[config.mk]
export PLATFORM = sky130hd
export DESIGN_NAME = br_issue_ctrl_flat
export DESIGN_NICKNAME = d
export VERILOG_FILES = /design/src/rtl/br_issue_ctrl_if.sv /design/src/rtl/br_issue_ctrl.sv /design/src/flat_wrapper.sv
export SDC_FILE = /design/constraint.sdc
export NUM_CORES = 1
export LEC_CHECK = 0
export ABC_AREA = 1
export CAP_MARGIN = 10
export CORE_ASPECT_RATIO = 1.75
export CORE_UTILIZATION = 35
export CTS_CLUSTER_DIAMETER = 200
export CTS_CLUSTER_SIZE = 40
export DETAILED_ROUTE_END_ITERATION = 12
export DONT_BUFFER_PORTS = 1
export GPL_TIMING_DRIVEN = 1
export PLACE_DENSITY = 0.55
export SYNTH_ARGS = -nofsm -noshare
export SYNTH_HDL_FRONTEND = slang
export SYNTH_SLANG_ARGS = --single-unit
[constraint.sdc]
create_clock -name clk -period 5.2 [get_ports clk]
set_input_delay 0.52 -clock clk [delete_from_list [all_inputs] [get_ports clk]]
set_output_delay 0.52 -clock clk [all_outputs]
set_load 0.01 [all_outputs]
[src/rtl/br_issue_ctrl_if.sv]
// br_issue_if: branch queue bundle; master drives dispatch/CDB/resolve (i_*), slave drives o_disp_rdy, o_is_* and o_count
`ifndef RV32_DATA_WIDTH
`define RV32_DATA_WIDTH 32
`endif
`ifndef RV32_PC_WIDTH
`define RV32_PC_WIDTH 32
`endif
`ifndef ALU_OP_SEL
`define ALU_OP_SEL 4
`endif
interface br_issue_if #(
  parameter int DEPTH = 4,
  parameter int TAG_W = 6
);
  logic i_disp_vld, i_disp_is_jal, i_disp_is_jalr, i_disp_rs1_rdy, i_disp_rs2_rdy;
  logic [`ALU_OP_SEL-1:0] i_disp_alu_op_sel;
  logic [TAG_W-1:0] i_disp_rs1_tag, i_disp_rs2_tag, i_disp_rd_tag;
  logic [`RV32_DATA_WIDTH-1:0] i_disp_rs1, i_disp_rs2, i_disp_imm;
  logic [`RV32_PC_WIDTH-1:0] i_disp_pc, i_disp_pred_jmpaddr;
  logic o_disp_rdy;
  logic i_cdb_vld;
  logic [TAG_W-1:0] i_cdb_tag;
  logic [`RV32_DATA_WIDTH-1:0] i_cdb_data;
  logic o_is_vld, o_is_jal, o_is_jalr;
  logic [`ALU_OP_SEL-1:0] o_is_alu_op_sel;
  logic [`RV32_DATA_WIDTH-1:0] o_is_rs1, o_is_rs2, o_is_imm;
  logic [`RV32_PC_WIDTH-1:0] o_is_pc, o_is_pred_jmpaddr;
  logic [TAG_W-1:0] o_is_rd_tag;
  logic i_exfin, i_exfin_prmiss, i_flush;
  logic [$clog2(DEPTH):0] o_count;
  modport master (
    output i_disp_vld, i_disp_is_jal, i_disp_is_jalr, i_disp_rs1_rdy, i_disp_rs2_rdy, i_disp_alu_op_sel,
           i_disp_rs1_tag, i_disp_rs2_tag, i_disp_rd_tag, i_disp_rs1, i_disp_rs2, i_disp_imm,
           i_disp_pc, i_disp_pred_jmpaddr, i_cdb_vld, i_cdb_tag, i_cdb_data, i_exfin, i_exfin_prmiss, i_flush,
    input  o_disp_rdy, o_is_vld, o_is_jal, o_is_jalr, o_is_alu_op_sel, o_is_rs1, o_is_rs2, o_is_imm,
           o_is_pc, o_is_pred_jmpaddr, o_is_rd_tag, o_count
  );
  modport slave (
    input  i_disp_vld, i_disp_is_jal, i_disp_is_jalr, i_disp_rs1_rdy, i_disp_rs2_rdy, i_disp_alu_op_sel,
           i_disp_rs1_tag, i_disp_rs2_tag, i_disp_rd_tag, i_disp_rs1, i_disp_rs2, i_disp_imm,
           i_disp_pc, i_disp_pred_jmpaddr, i_cdb_vld, i_cdb_tag, i_cdb_data, i_exfin, i_exfin_prmiss, i_flush,
    output o_disp_rdy, o_is_vld, o_is_jal, o_is_jalr, o_is_alu_op_sel, o_is_rs1, o_is_rs2, o_is_imm,
           o_is_pc, o_is_pred_jmpaddr, o_is_rd_tag, o_count
  );
endinterface

[src/rtl/br_issue_ctrl.sv]
// br_issue_ctrl: in-order branch issue queue (clk, async rst, bif: dispatch in, CDB wakeup, one-at-a-time issue, resolve/flush)
`ifndef RV32_DATA_WIDTH
`define RV32_DATA_WIDTH 32
`endif
`ifndef RV32_PC_WIDTH
`define RV32_PC_WIDTH 32
`endif
`ifndef ALU_OP_SEL
`define ALU_OP_SEL 4
`endif
module br_issue_ctrl #(
  parameter int DEPTH = 4,
  parameter int TAG_W = 6
) (
  input logic clk,
  input logic rst,
  br_issue_if.slave bif
);
  localparam int PW = $clog2(DEPTH);
  localparam int CW = PW + 1;
  typedef enum logic {IDLE, RESOLVE} state_t;
  state_t state, state_nx;
  logic [PW-1:0] head, tail;
  logic [CW-1:0] count;
  logic [DEPTH-1:0] vld, jal, jalr, rs1_rdy, rs2_rdy;
  logic [`ALU_OP_SEL-1:0] op [DEPTH];
  logic [TAG_W-1:0] rs1_tag [DEPTH];
  logic [TAG_W-1:0] rs2_tag [DEPTH];
  logic [TAG_W-1:0] rd_tag [DEPTH];
  logic [`RV32_DATA_WIDTH-1:0] rs1 [DEPTH];
  logic [`RV32_DATA_WIDTH-1:0] rs2 [DEPTH];
  logic [`RV32_DATA_WIDTH-1:0] imm [DEPTH];
  logic [`RV32_PC_WIDTH-1:0] pc [DEPTH];
  logic [`RV32_PC_WIDTH-1:0] pjmp [DEPTH];
  logic kill, rdy, push, pop, hit1, hit2;
  assign kill = bif.i_flush || (state == RESOLVE && bif.i_exfin && bif.i_exfin_prmiss);
  assign rdy = count < CW'(DEPTH) && !kill;
  assign push = bif.i_disp_vld && rdy;
  assign pop = state == IDLE && vld[head] && rs1_rdy[head] && rs2_rdy[head] && !bif.i_flush;
  assign hit1 = bif.i_cdb_vld && !bif.i_disp_rs1_rdy && bif.i_disp_rs1_tag == bif.i_cdb_tag;
  assign hit2 = bif.i_cdb_vld && !bif.i_disp_rs2_rdy && bif.i_disp_rs2_tag == bif.i_cdb_tag;
  assign bif.o_disp_rdy = rdy;
  assign bif.o_count = count;
  assign bif.o_is_vld = pop;
  assign bif.o_is_jal = jal[head];
  assign bif.o_is_jalr = jalr[head];
  assign bif.o_is_alu_op_sel = op[head];
  assign bif.o_is_rs1 = rs1[head];
  assign bif.o_is_rs2 = rs2[head];
  assign bif.o_is_imm = imm[head];
  assign bif.o_is_pc = pc[head];
  assign bif.o_is_pred_jmpaddr = pjmp[head];
  assign bif.o_is_rd_tag = rd_tag[head];
  always_comb begin
    state_nx = state;
    state_nx = kill ? IDLE : pop ? RESOLVE : (state == RESOLVE && bif.i_exfin) ? IDLE : state;
  end
  always_ff @(posedge clk or posedge rst) begin
    if (rst) begin
      state <= IDLE;
      head <= '0;
      tail <= '0;
      count <= '0;
      vld <= '0;
    end else begin
      state <= state_nx;
      if (kill) begin
        head <= '0;
        tail <= '0;
        count <= '0;
        vld <= '0;
      end else begin
        if (push) begin
          vld[tail] <= 1'b1;
          tail <= tail + PW'(1);
        end
        if (pop) begin
          vld[head] <= 1'b0;
          head <= head + PW'(1);
        end
        count <= count + CW'(push) - CW'(pop);
      end
    end
  end
  always_ff @(posedge clk) begin
    for (int i = 0; i < DEPTH; i++) begin
      if (bif.i_cdb_vld && vld[i] && !rs1_rdy[i] && rs1_tag[i] == bif.i_cdb_tag) begin
        rs1[i] <= bif.i_cdb_data;
        rs1_rdy[i] <= 1'b1;
      end
      if (bif.i_cdb_vld && vld[i] && !rs2_rdy[i] && rs2_tag[i] == bif.i_cdb_tag) begin
        rs2[i] <= bif.i_cdb_data;
        rs2_rdy[i] <= 1'b1;
      end
    end
    if (push) begin
      jal[tail] <= bif.i_disp_is_jal;
      jalr[tail] <= bif.i_disp_is_jalr;
      op[tail] <= bif.i_disp_alu_op_sel;
      rs1_tag[tail] <= bif.i_disp_rs1_tag;
      rs2_tag[tail] <= bif.i_disp_rs2_tag;
      rd_tag[tail] <= bif.i_disp_rd_tag;
      rs1_rdy[tail] <= bif.i_disp_rs1_rdy || hit1;
      rs2_rdy[tail] <= bif.i_disp_rs2_rdy || hit2;
      rs1[tail] <= bif.i_disp_rs1_rdy ? bif.i_disp_rs1 : bif.i_cdb_data;
      rs2[tail] <= bif.i_disp_rs2_rdy ? bif.i_disp_rs2 : bif.i_cdb_data;
      imm[tail] <= bif.i_disp_imm;
      pc[tail] <= bif.i_disp_pc;
      pjmp[tail] <= bif.i_disp_pred_jmpaddr;
    end
  end
endmodule

[src/flat_wrapper.sv]
// flat-port wrapper written by rule: the top's interface ports become plain ports
module br_issue_ctrl_flat 
#(
  parameter int DEPTH = 4,
  parameter int TAG_W = 6
)
  (clk, rst, bif_i_disp_vld, bif_i_disp_is_jal, bif_i_disp_is_jalr, bif_i_disp_rs1_rdy, bif_i_disp_rs2_rdy, bif_i_disp_alu_op_sel, bif_i_disp_rs1_tag, bif_i_disp_rs2_tag, bif_i_disp_rd_tag, bif_i_disp_rs1, bif_i_disp_rs2, bif_i_disp_imm, bif_i_disp_pc, bif_i_disp_pred_jmpaddr, bif_i_cdb_vld, bif_i_cdb_tag, bif_i_cdb_data, bif_i_exfin, bif_i_exfin_prmiss, bif_i_flush, bif_o_disp_rdy, bif_o_is_vld, bif_o_is_jal, bif_o_is_jalr, bif_o_is_alu_op_sel, bif_o_is_rs1, bif_o_is_rs2, bif_o_is_imm, bif_o_is_pc, bif_o_is_pred_jmpaddr, bif_o_is_rd_tag, bif_o_count);
  br_issue_if #(.DEPTH(DEPTH), .TAG_W(TAG_W)) bif_i ();
  input logic clk;
  input logic rst;
  input wire logic [$bits(bif_i.i_disp_vld)-1:0] bif_i_disp_vld;
  input wire logic [$bits(bif_i.i_disp_is_jal)-1:0] bif_i_disp_is_jal;
  input wire logic [$bits(bif_i.i_disp_is_jalr)-1:0] bif_i_disp_is_jalr;
  input wire logic [$bits(bif_i.i_disp_rs1_rdy)-1:0] bif_i_disp_rs1_rdy;
  input wire logic [$bits(bif_i.i_disp_rs2_rdy)-1:0] bif_i_disp_rs2_rdy;
  input wire logic [$bits(bif_i.i_disp_alu_op_sel)-1:0] bif_i_disp_alu_op_sel;
  input wire logic [$bits(bif_i.i_disp_rs1_tag)-1:0] bif_i_disp_rs1_tag;
  input wire logic [$bits(bif_i.i_disp_rs2_tag)-1:0] bif_i_disp_rs2_tag;
  input wire logic [$bits(bif_i.i_disp_rd_tag)-1:0] bif_i_disp_rd_tag;
  input wire logic [$bits(bif_i.i_disp_rs1)-1:0] bif_i_disp_rs1;
  input wire logic [$bits(bif_i.i_disp_rs2)-1:0] bif_i_disp_rs2;
  input wire logic [$bits(bif_i.i_disp_imm)-1:0] bif_i_disp_imm;
  input wire logic [$bits(bif_i.i_disp_pc)-1:0] bif_i_disp_pc;
  input wire logic [$bits(bif_i.i_disp_pred_jmpaddr)-1:0] bif_i_disp_pred_jmpaddr;
  input wire logic [$bits(bif_i.i_cdb_vld)-1:0] bif_i_cdb_vld;
  input wire logic [$bits(bif_i.i_cdb_tag)-1:0] bif_i_cdb_tag;
  input wire logic [$bits(bif_i.i_cdb_data)-1:0] bif_i_cdb_data;
  input wire logic [$bits(bif_i.i_exfin)-1:0] bif_i_exfin;
  input wire logic [$bits(bif_i.i_exfin_prmiss)-1:0] bif_i_exfin_prmiss;
  input wire logic [$bits(bif_i.i_flush)-1:0] bif_i_flush;
  output wire logic [$bits(bif_i.o_disp_rdy)-1:0] bif_o_disp_rdy;
  output wire logic [$bits(bif_i.o_is_vld)-1:0] bif_o_is_vld;
  output wire logic [$bits(bif_i.o_is_jal)-1:0] bif_o_is_jal;
  output wire logic [$bits(bif_i.o_is_jalr)-1:0] bif_o_is_jalr;
  output wire logic [$bits(bif_i.o_is_alu_op_sel)-1:0] bif_o_is_alu_op_sel;
  output wire logic [$bits(bif_i.o_is_rs1)-1:0] bif_o_is_rs1;
  output wire logic [$bits(bif_i.o_is_rs2)-1:0] bif_o_is_rs2;
  output wire logic [$bits(bif_i.o_is_imm)-1:0] bif_o_is_imm;
  output wire logic [$bits(bif_i.o_is_pc)-1:0] bif_o_is_pc;
  output wire logic [$bits(bif_i.o_is_pred_jmpaddr)-1:0] bif_o_is_pred_jmpaddr;
  output wire logic [$bits(bif_i.o_is_rd_tag)-1:0] bif_o_is_rd_tag;
  output wire logic [$bits(bif_i.o_count)-1:0] bif_o_count;
  assign bif_i.i_disp_vld = bif_i_disp_vld;
  assign bif_i.i_disp_is_jal = bif_i_disp_is_jal;
  assign bif_i.i_disp_is_jalr = bif_i_disp_is_jalr;
  assign bif_i.i_disp_rs1_rdy = bif_i_disp_rs1_rdy;
  assign bif_i.i_disp_rs2_rdy = bif_i_disp_rs2_rdy;
  assign bif_i.i_disp_alu_op_sel = bif_i_disp_alu_op_sel;
  assign bif_i.i_disp_rs1_tag = bif_i_disp_rs1_tag;
  assign bif_i.i_disp_rs2_tag = bif_i_disp_rs2_tag;
  assign bif_i.i_disp_rd_tag = bif_i_disp_rd_tag;
  assign bif_i.i_disp_rs1 = bif_i_disp_rs1;
  assign bif_i.i_disp_rs2 = bif_i_disp_rs2;
  assign bif_i.i_disp_imm = bif_i_disp_imm;
  assign bif_i.i_disp_pc = bif_i_disp_pc;
  assign bif_i.i_disp_pred_jmpaddr = bif_i_disp_pred_jmpaddr;
  assign bif_i.i_cdb_vld = bif_i_cdb_vld;
  assign bif_i.i_cdb_tag = bif_i_cdb_tag;
  assign bif_i.i_cdb_data = bif_i_cdb_data;
  assign bif_i.i_exfin = bif_i_exfin;
  assign bif_i.i_exfin_prmiss = bif_i_exfin_prmiss;
  assign bif_i.i_flush = bif_i_flush;
  assign bif_o_disp_rdy = bif_i.o_disp_rdy;
  assign bif_o_is_vld = bif_i.o_is_vld;
  assign bif_o_is_jal = bif_i.o_is_jal;
  assign bif_o_is_jalr = bif_i.o_is_jalr;
  assign bif_o_is_alu_op_sel = bif_i.o_is_alu_op_sel;
  assign bif_o_is_rs1 = bif_i.o_is_rs1;
  assign bif_o_is_rs2 = bif_i.o_is_rs2;
  assign bif_o_is_imm = bif_i.o_is_imm;
  assign bif_o_is_pc = bif_i.o_is_pc;
  assign bif_o_is_pred_jmpaddr = bif_i.o_is_pred_jmpaddr;
  assign bif_o_is_rd_tag = bif_i.o_is_rd_tag;
  assign bif_o_count = bif_i.o_count;
  br_issue_ctrl #(.DEPTH(DEPTH), .TAG_W(TAG_W)) u_core (.clk(clk), .rst(rst), .bif(bif_i));
endmodule
**After elaboration in Yosys (flattened, before gate mapping)**

Memory sizes are Yosys's and may differ from the RTL's.
Cells that the tools add are included.
W data, S select, Z words.

- RAM bits: 728
- Logic and storage cells: 153
- Bits of input ports: 231
- Output and inout bits: 177
- Memories: 9
- Flip-flop bits (word level): 28

Memories:

| memory | words | bits a word | rd ports | clocked after Yosys merged registers in | wr ports | RTL line | source |
|---|---|---|---|---|---|---|---|
| u_core.imm | 4 | 32 | 1 | 0 | 1 | br_issue_ctrl.sv:32 | `` logic [`RV32_DATA_WIDTH-1:0] imm [DEPTH]; `` |
| u_core.pc | 4 | 32 | 1 | 0 | 1 | br_issue_ctrl.sv:33 | `` logic [`RV32_PC_WIDTH-1:0] pc [DEPTH]; `` |
| u_core.pjmp | 4 | 32 | 1 | 0 | 1 | br_issue_ctrl.sv:34 | `` logic [`RV32_PC_WIDTH-1:0] pjmp [DEPTH]; `` |
| u_core.rs1 | 4 | 32 | 1 | 0 | 5 | br_issue_ctrl.sv:30 | `` logic [`RV32_DATA_WIDTH-1:0] rs1 [DEPTH]; `` |
| u_core.rs2 | 4 | 32 | 1 | 0 | 5 | br_issue_ctrl.sv:31 | `` logic [`RV32_DATA_WIDTH-1:0] rs2 [DEPTH]; `` |
| u_core.rd_tag | 4 | 6 | 1 | 0 | 1 | br_issue_ctrl.sv:29 | `logic [TAG_W-1:0] rd_tag [DEPTH];` |
| +3 memories | -- | -- | -- | -- | -- | -- |  |

- Order comparisons: 5
- Bitwise gates (word level): 4
- Equal/unequal tests: 10
- Add/subtract/negate cells: 4
- Muxes and demuxes: 60
- Reduce and logical (&&, ||, !) cells: 52

Operators by type and width:

| cell | number |
|---|---|
| $mux W32 | 2 |
| $eq A6 B6 Y1 | 10 |
| $mux W1 | 36 |
| $logic_and A1 B1 Y1 | 34 |
| $mux W4 | 6 |
| $bwmux W4 | 4 |
| $logic_not A1 Y1 | 12 |
| $bmux W1 S2 | 5 |
| $mux W2 | 4 |
| $lt A2 B3 Y1 const B | 2 |
| $add A2 B1 Y2 const B | 2 |
| $and A4 B4 Y4 | 1 |
| $demux W1 S2 | 2 |
| $ge A2 B1 Y1 const B | 2 |
| $not A4 Y4 | 1 |
| $or A4 B4 Y4 | 1 |
| $reduce_bool A2 Y1 | 2 |
| $add A3 B1 Y3 | 1 |
| $logic_or A1 B1 Y1 | 3 |
| $lt A3 B3 Y1 const B | 1 |
| $mux W3 | 1 |
| $reduce_bool A3 Y1 | 1 |
| $sub A3 B1 Y3 | 1 |
| $not A1 Y1 | 1 |

**Logic depth before layout (Yosys ltp)**

Gate-level depths: netlist (run 1).

- Depth in word-level cells: 11
- Mapped depth: 13
- Mapped depth without buffers: 12

**Worst setup path before layout (run 1)**

Ideal clock, no wire load.

- Kind: input -> register
- Start point: input bif_i_flush
- End point: memory u_core.rs1[0][0] in the netlist's numbering, enable pin
- Buffers on the path: 1
- Path slack: 935 ps
- Data arrival time: 3,875 ps
- Stages: 6
- Data required time: 4,811 ps
- Path through: inv_1 nand4_4 nor2_4 inv_4 buf_6 nand2_1

RTL lines:

| element | RTL line | source |
|---|---|---|
| from (decl) | flat_wrapper.sv:30 | `input wire logic [$bits(bif_i.i_flush)-1:0] bif_i_flush;` |
| to (decl) | br_issue_ctrl.sv:30 |  |

**Final worst setup path (run 1)**

- Start point: register u_core.head[0]
- End point: output bif_o_is_pred_jmpaddr[17]

- Longest elaborated chain between the ends: 1

Ends and longest elaborated chain:

| element | RTL line | source |
|---|---|---|
| from (decl) | br_issue_ctrl.sv:23 | `logic [PW-1:0] head, tail;` |
| from (signal assigned) | br_issue_ctrl.sv:79 | `head <= head + PW'(1);` |
| $mem_v2 Z4 W32 | -- |  |
| to (decl) | flat_wrapper.sv:40 | `output wire logic [$bits(bif_i.o_is_pred_jmpaddr)-1:0] bif_o_is_pred_jmpaddr;` |

No other way between the ends.

==> results.toml, run 1 <==
[timing]
fin_crit_sh_pct = 74.6
fmax_mhz = 258
final.setup.tns_ns = 0
skew_ns = 0.0328
grt_setup_unrepaired = "false"
drv_slew = 0
hold_viol = 0
worstMarginPinSlew_ns = 1.08
setup_violations = 0
period_needed_ns = 3.88
relSlewSlack_pct = 27.8

[synth]
syn_area_sq_um = 31900
ys_seq_elements = 756
ys_seq_area_share_pct = 70.8
synth_most_common_cell = "edfxtp_1"
synthCells = 2617
yosysTopAreaCell = "edfxtp_1"
synth_commonest_cells = "edfxtp_1 (736), o21ai_0 (557), nor2_1 (388)"
synth_cell_type_count = 29
synth_edf_count = 736
ys.flop_type = "edfxtp_1"
syn_nets = 2859
yosysWarnings = 0
yosys.area.top_type_share_pct = 69.4
synth.area.top_cells = "edfxtp_1 (69%), o21ai_0 (8.7%), nor2_1 (4.6%)"
avgSynthCellArea_sq_um = 12.2
async_flop_share_pct = 1.59

[final_layout]
syn_to_final_growth_pct = 8.31
nFillCells = 8698
final_cells = 3820
final_nets = 2861
multiInputGateArea_sq_um = 7900
drive_gt1_share_pct = 2.73
register_area_sq_um = 22600

[pwr]
power_leakage_nw = 11.7
switching_share_pct = 29.5
ir_worst_vdd_v = 0.000310
power_frac_clock_pct = 21.1
power_density_nw_per_um2 = 357
p_comb_share_pct = 18.8
seq_power_share_pct = 60.1
p_int_mw = 8.68
p_switching_mw = 3.63

[routing]
via_count = 20600
drtIter0Drc = 1505
drt_first_pass_iters = 5
vias_per_cell = 5.38
drc = 0
detail-route-antenna-nets = 0
wl_um = 86600
wl_per_cell_um = 22.7

[job]
cap_violations = 0

[clock_network]
path_clk_slew_ns = 0.15
cts_buffers = 22
cts.sinks = 756
clkLatencyLatePin_ns = 0.65
clock_path_buffers = 3
ctsResizeCount = 0
postCtsSetupBuffers = 0
cts_root_buf = "clkbuf_16"
tritoncts = "built"
htreeDepth = 1
cts_hold_buffers = 122

[setup_path]
critPathCaptureType = "primary output"
required_ns = 4.68
crit_arrival_ns = 3.36
start_kind = "flop"
critPathMaxFanout = 190
critPathKind = "flop to primary output"

[global_routing]
grt_max_degree = 191
grt_usage_pct = 18.2
grt_overflow = 0
grt_pass1_vias = 20600
grt_first_pass_wirelength_um = 128000
antenna_found_initial = 7

[place]
dpl.cell_count = 3657
gp_congestion = 0.816
dp_hpwl_um = 51800
io_buffers = 0

[die]
die_x_um = 230
io_pins = 408
die_y_um = 401
rows = 146
dieArea_sq_um = 92300
core_area_sq_um = 90400
start_util_pct = 35.2

[worst_hold_path]
hp-class = "primary input to flop"

[run_status]
status = "completed"
-- power by group through the flow --
stage	clock network, mW	registers (mW)	logic [mW]
6_report	2.60	7.40	2.31
4_1_cts	2.70	7.40	2.36
3_3_place_gp	0	7.53	2.20
2_1_floorplan	0	7.50	1.59
5_1_grt	2.87	7.44	2.55
3_5_place_dp	0	7.54	2.24
-- kinds of logic after synthesis --
| kind of cell | Yosys count | synth area share, % |
|---|---|---|
| AOI/OAI and AO/OA | 795 | 13.2 |
| xor gates and xnor gates | 21 | 0.577 |
| adders and majority gates | 11 | 0.456 |
| buffers and inverters | 274 | 4.45 |
| DFF | 756 | 70.8 |
| muxes | 64 | 2.01 |
| and+or+nand+nor | 696 | 8.53 |
-- area by class of cell --
type,count,share of cell area [%]
diodes,1,0.00725
repair buffers,146,4.28
well taps,1184,4.29
flip-flops and latches,756,65.4
multi-input cells,1587,22.9
inverters,106,1.21
clock buffers,40,1.91
-- critical path, cell delays in order (launching register included) --
cell and delay, ns:
dfrtp_4 0.49, buf_4 0.63, buf_12 0.57, o21ai_0 0.23, o22ai_1 0.46
-- final timing paths --
check	end	slack, ns	from	cells after the start
max	bif_o_is_pred_jmpaddr[17]	1.32	u_core.head[0]	4
min	u_core.rs1[3][26]	0.08	bif_i_cdb_data[26]	2
max reg2reg	u_core.bif.o_count[2]	2.09	u_core.head[1]	11
min reg2reg	u_core.rs1_rdy[0]	0.59	u_core.rs1_rdy[0]	4
max in group asynchronous	u_core.head[1]	4.45	rst	2
min in group asynchronous	u_core.tail[0]	0.36	rst	2
-- flip-flops by register name, indices dropped and copies added, names as in the netlist, 16 cells and up --
register	cells
u_core.op	16
u_core.rs1	128
u_core.pjmp	128
u_core.rs2	128
u_core.rs1_tag	24
u_core.imm	128
u_core.rs2_tag	24
u_core.rd_tag	24
u_core.pc	128
-- cells in the final DEF, fill, tap and decap left out, types with 24 or more instances in the layout --
cell | Yosys | routed
clkbuf_16 | 0 | 24
dlygate4sd3_1 | 0 | 122
edfxtp_1 | 736 | 736
inv_1 | 98 | 97
mux2i_1 | 64 | 64
nand2_1 | 270 | 262
nand3_1 | 27 | 27
nor2_1 | 388 | 388
o21ai_0 | 557 | 557
o21ai_1 | 61 | 61
o22ai_1 | 172 | 172
-- through the flow --
stage / area (sq um) / setup slack (ns) / hold WS, ns / util (%) / total power, mW
after floorplan: 31900 / 0.935 / 0.385 / - / 9.09
after global placement: 32600 / 1.97 / 0.473 / 36.1 / 9.72
after detailed placement: 32600 / 1.94 / 0.500 / 36.1 / 9.78
after CTS: 34500 / 1.20 / 0.0205 / 38.2 / 12.5
after global routing: 34500 / 1.09 / 0.0400 / 38.2 / 12.8
final: 34500 / 1.32 / 0.0782 / 38.2 / 12.3
-- routing by layer --
metal	vias up	part of all wire [%]	GRT usage (%)	wire, um
met5	-	0.094	0	81
met4	12	2.5	5.55	2150
met3	104	8.8	4.93	7590
met2	740	49	31.7	42700
met1	10200	39	21.7	34100
li1	9483	-	-	-
Note: power is estimated with default switching activity, not from simulation.
==> run 2: changes to the inputs <==
- ABC_AREA: 1 -> 0
- PLACE_DENSITY: 0.55 -> 0.57
- clock period: 5.2 -> 3.2 ns (I/O delays scaled with it)
==> results.toml, run 2 <==
[run_status]
status = "completed"

[routing]
wl_met1_um = 29600
via_count = 15000
drt_first_pass_iters = 4
detail-route-antenna-nets = 0
drtIter0Drc = 896
wl_um = 78200
dr_wl_met3_um = 6070
routed.top_layer = "met5"
met2_length_um = 40800
drc = 0
vias_per_cell = 5.14
wl_per_cell_um = 26.8

[setup_path]
crit_arrival_ns = 2.75
path_delay_family = "buffers and inverters"
crit_end = "bif_o_is_rs1[21]"
r2r_start = "u_core.bif.o_count[2]"
r2r-end = "u_core.rs2[1][13]"
reg2regPathDepth = 6
cp_slowest_cell = "buf_4"
critPathCaptureType = "primary output"
cp.buffers_inverters = 2
crit_cells = 3
timing.reg2reg.setup_slack_ns = 0.24
start_kind = "flop"
required_ns = 2.88
crit_start = "u_core.head[1]"
worstPathCellList = "buf_4 -> buf_4 -> mux4_2"
cp_common_cell = "buf_4"
cp_slowest_stage_delay_ns = 0.62
critPathMaxFanout = 39
critPathKind = "flop to primary output"

[synth]
synth_most_common_cell = "edfxtp_1"
synth_edf_count = 736
syn_nets = 1675
avgSynthCellArea_sq_um = 22.2
yosysWarnings = 0
synth.area.top_cells = "edfxtp_1 (69%), mux4_2 (12%), mux2_4 (8.5%)"
async_flop_share_pct = 1.59
syn_area_sq_um = 31800
ys.flop_type = "edfxtp_1"
synth_commonest_cells = "edfxtp_1 (736), mux2_4 (180), mux4_2 (172)"
yosysTopAreaCell = "edfxtp_1"
ys_seq_area_share_pct = 70.8
yosys.area.top_type_share_pct = 69.4
synthCells = 1433
ys_seq_elements = 756
synth_cell_type_count = 37

[timing]
setup_violations = 0
drv_slew = 0
fin_crit_sh_pct = 96.0
skew_ns = 0.0301
holdWs_ns = 0.0475
hold_viol = 0
fmax_mhz = 325
worstMarginPinSlew_ns = 0.942
relSlewSlack_pct = 37.2
period_needed_ns = 3.07
grt_setup_unrepaired = "false"

[clock_network]
path_clk_slew_ns = 0.15
cts_root_buf = "clkbuf_16"
tritoncts = "built"
clkLatencyLatePin_ns = 0.65
clock_path_buffers = 3
cts_buffers = 22
htreeDepth = 1
cts.sinks = 756

[pwr]
power_density_nw_per_um2 = 539
power_leakage_nw = 12.3
ir_worst_vdd_v = 0.000677

[global_routing]
antenna_found_initial = 9
grt_pass1_vias = 16300
grt_max_degree = 112
grt_usage_pct = 16.7
grt_overflow = 0
grt_first_pass_wirelength_um = 113000

[place]
io_buffers = 0
dp_hpwl_um = 50300
gp_congestion = 0.742
dpl.cell_count = 2598

[die]
die_x_um = 230
die_y_um = 401
start_util_pct = 35.3
core_area_sq_um = 90200
io_pins = 408
rows = 146
dieArea_sq_um = 92300

[worst_hold_path]
hp-class = "primary input to flop"
min_from = "bif_i_flush"

[job]
cap_violations = 0

[final_layout]
final_cells = 2918
mostFrequentLayoutCell = "edfxtp_1"
layout_common_cells = "edfxtp_1 (736), dlygate4sd3_1 (261), mux2_4 (180)"
syn_to_final_growth_pct = 16.7
final_nets = 1963
drive_gt1_share_pct = 32.0
[run 2: cell types whose count changed after synthesis, sizes merged, moves of 41 or more]
cell,before,now
o21ai,618,0
nor2,392,7
nand2,270,11
mux2,0,257
mux4,0,172
o22ai,172,0
inv,104,17
mux2i,64,2
clkbuf,64,12
buf,104,61
xnor2,10,51
[run 2: area by class of cell]
class / instances / area [sq um]
fill: 7919 / 53100
multi-input combinational: 587 / 8930
inverter: 17 / 78.8
tap: 1184 / 1480
clock inverter: 1 / 30.0
timing repair buffer: 337 / 3480
sequential: 756 / 22600
clock buffer: 31 / 606
antenna: 5 / 12.5
[run 2: worst min-delay path by stage]
stage / to / cells past startpoint / slack [ns]
2_1_floorplan: u_core.bif.o_count[0] / 1 / 0.18
3_3_place_gp: u_core.state / 1 / 0.26
3_5_place_dp: u_core.bif.o_count[2] / 1 / 0.29
4_1_cts: u_core.head[1] / 3 / 0.005
5_1_grt: u_core.head[0] / 3 / 0.03
6_report: u_core.head[1] / 3 / 0.05
[run 2: layer usage]
layer  up-vias  track usage, %
met5         -               0
met4         8            4.23
met3        81            4.93
met2       460            30.1
met1      7994            19.2
li1       6458               -
[run 2: logic make-up (layout without fill, tap and decap cells)]
logic type                 Yosys count  after routing  share of synthesized area (%)
AOI/OAI and AO/OA                   28             28                          0.829
xor gates and xnor gates            62             62                           1.70
adders and majority gates           11             11                          0.456
buffers and inverters               90            386                           1.64
DFF                                756            756                           70.8
muxes                              431            431                           23.4
other                                0              5                              0
and+or+nand+nor                     55             55                           1.10
[run 2: worst reg2reg max path, cell delays in order, from the launching register on]
cell,delay [ns]
dfrtp_1,0.55
nor3b_4,0.33
and2_4,0.37
nand3_4,0.30
buf_12,0.28
mux2_4,0.35
dlygate4sd3_1,0.56
[run 2: where the power goes]
| part | leakage (nW) | total (mW) | internal, mW | switching (mW) |
|---|---|---|---|---|
| Sequential | 6.91 | 12.1 | 11.8 | 0.290 |
| Combinational | 5.10 | 3.77 | 1.70 | 2.07 |
| Clock | 0.307 | 4.23 | 1.43 | 2.80 |
[run 2: what timing repair did]
item,4_1_cts,5_1_grt
buffers inserted,0,23
hold buffers,261,0
pin swaps,0,4
gates resized for setup,2,2
setup endpoints to repair,59,40
endpoints found under the hold margin,752,0
[run 2: metrics by stage]
step	util, %	worst slack (ns)	TNS, ns	power [mW]	cell area (sq um)
finish	41.2	0.128	0	20.1	37200
floorplan	-	-0.0788	-13.72	14.6	31900
global route	41.2	0.0259	0	20.8	37200
global placement	37.4	0.424	0	15.6	33700
detailed placement	37.4	0.404	0	15.7	33700
CTS	41.0	0.0201	0	20.3	37000
==> run 3: changes to the inputs <==
--- a/config.mk
+++ b/config.mk
@@ -11,3 +11,2 @@
 export CORE_UTILIZATION = 35
-export CTS_CLUSTER_DIAMETER = 200
 export CTS_CLUSTER_SIZE = 40
==> constraint.sdc (replaced) <==
create_clock -name clk -period 3.2 [get_ports clk]
set_input_delay 0 -clock clk [delete_from_list [all_inputs] [get_ports clk]]
set_output_delay 0 -clock clk [all_outputs]
set_load 0.01 [all_outputs]
==> results.toml, run 3 (same netlist as run 2, synthesis figures left out) <==
[pwr]
power_density_nw_per_um2 = 622
ir_worst_vdd_v = 0.000587
power_leakage_nw = 13.2

[setup_path]
r2r_start = "u_core.bif.o_count[2]"
cp_slowest_cell = "dlygate4sd3_1"
path_delay_family = "simple AND/OR/NAND/NOR gates"
r2r-end = "u_core.rs1[0][24]"
critPathMaxFanout = 22
cp.buffers_inverters = 2
reg2regPathDepth = 6
critPathKind = "flop to flop"
crit_start = "u_core.bif.o_count[2]"
crit_arrival_ns = 3.50
critPathCaptureType = "flop"
cp_slowest_stage_delay_ns = 0.55
timing.reg2reg.setup_slack_ns = 0.09
worstPathCellList = "nor3b_4 -> and2_4 -> nand3_4 -> buf_12 -> mux2_4 -> dlygate4sd3_1"
required_ns = 3.59
start_kind = "flop"
crit_end = "u_core.rs1[0][24]"
crit_cells = 6

[routing]
drc = 0
via_count = 15600
drtIter0Drc = 844
wl_per_cell_um = 27.3
wl_um = 82900
detail-route-antenna-nets = 0
vias_per_cell = 5.16
drt_first_pass_iters = 4

[die]
die_x_um = 230
core_area_sq_um = 90200
die_y_um = 401
io_pins = 408
rows = 146
start_util_pct = 35.3
dieArea_sq_um = 92300

[final_layout]
nFillCells = 7866
layout_common_cells = "edfxtp_1 (736), dlygate4sd3_1 (287), mux2_4 (180)"
register_area_sq_um = 22600
syn_to_final_growth_pct = 22.5
final_cell_area_sq_um = 39000
mostFrequentLayoutCell = "edfxtp_1"
drive_gt1_share_pct = 33.9
multiInputGateArea_sq_um = 8930
final_nets = 2030

[place]
dp_hpwl_um = 51900
place_area_sq_um = 33800
gp_congestion = 0.749
io_buffers = 0

[worst_hold_path]
hp-class = "primary input to flop"

[run_status]
status = "completed"

[timing]
relSlewSlack_pct = 32.2
period_needed_ns = 3.11
setup_violations = 0
worstMarginPinSlew_ns = 1.02
fin_crit_sh_pct = 97.2
final.setup.tns_ns = 0
fmax_mhz = 322
grt_setup_unrepaired = "false"
hold_viol = 0
drv_slew = 0
skew_ns = 0.0326

[global_routing]
grt_first_pass_wirelength_um = 120000
grt_overflow = 0
grt_max_degree = 59
antenna_found_initial = 16
grt_pass1_vias = 17400
grt_usage_pct = 18.0

[job]
cap_violations = 0

[clock_network]
cts_root_buf = "clkbuf_16"
clock_path_buffers = 3
clkLatencyLatePin_ns = 0.65
cts.sinks = 756
cts_buffers = 73
tritoncts = "built"
htreeDepth = 3
path_clk_slew_ns = 0.07
==> run 3: changes by cell type in the layout (fill, tap and decap cells not counted), sizes merged <==
cell         before  now
bufinv            1    3
clkinvlp          4    9
buf              76   65
inv              13   19
clkinv            0   25
diode             5    6
bufbuf            0    1
dlygate4sd3     261  287
clkbuf           31   90
==> run 3: worst min-delay path by stage <==
stage | from | to | slack (ns) | depth (start not counted)
global placement | rst | u_core.bif.o_count[2] | -0.06 | 1
global route | bif_i_disp_imm[28] | u_core.imm[0][28] | 0.03 | 1
finish | bif_i_cdb_tag[2] | u_core.rs1[2][31] | 0.06 | 4
floorplan | rst | u_core.bif.o_count[0] | -0.14 | 1
detailed placement | rst | u_core.tail[0] | -0.03 | 1
CTS | bif_i_disp_pred_jmpaddr[29] | u_core.pjmp[3][29] | 0.002 | 1
==> run 3: tightest hold or removal path: cells and delay by family <==
family / cells / cell delay, ns
compound gates: 1 / 0.08
xor+xnor: 1 / 0.09
buf+inv: 1 / 0.19
simple gates: 1 / 0.14
==> run 3: power by group <==
part | total [mW] | switching, mW | internal, mW
Sequential | 12.1 | 0.289 | 11.8
Combinational | 3.85 | 2.13 | 1.73
Clock | 8.31 | 3.77 | 4.53
==> run 3: metal layers <==
layer  GRT usage [%]  wire, um
met5               0        97
met3            5.31      6130
met2            31.9     43400
met4            7.19      2440
met1            20.0     30900
==> run 3: layout make-up <==
class,instances,share of cell area (%)
Clock buffer,90,4.90
Timing Repair Buffer,353,9.46
Tap cell,1184,3.80
Inverter,17,0.202
Antenna cell,6,0.0385
Sequential cell,756,57.9
Clock inverter,39,0.853
Multi-Input combinational cell,587,22.9
==> run 3: timing repair <==
item,in CTS,in global routing
pin swaps,0,1
hold endpoints to repair,949,0
gates resized for setup,5,0
setup endpoints to repair,133,3
buffers inserted,0,4
gates cloned,1,0
hold buffers,287,0
==> run 3: stage by stage <==
| stage | utilization (%) | total power, mW | hold slack (ns) | instances | setup WS [ns] |
|---|---|---|---|---|---|
| 2_1_floorplan | - | 14.6 | -0.135 | 1433 | 0.0182 |
| 3_3_place_gp | 37.4 | 15.6 | -0.0557 | 2605 | 0.412 |
| 5_1_grt | 43.2 | 25.1 | 0.0288 | 3031 | 0.0155 |
| 4_1_cts | 43.2 | 24.6 | 0.00157 | 3022 | 0.0580 |
| 6_report | 43.2 | 24.2 | 0.0558 | 3032 | 0.0904 |
| 3_5_place_dp | 37.4 | 15.7 | -0.0295 | 2605 | 0.416 |
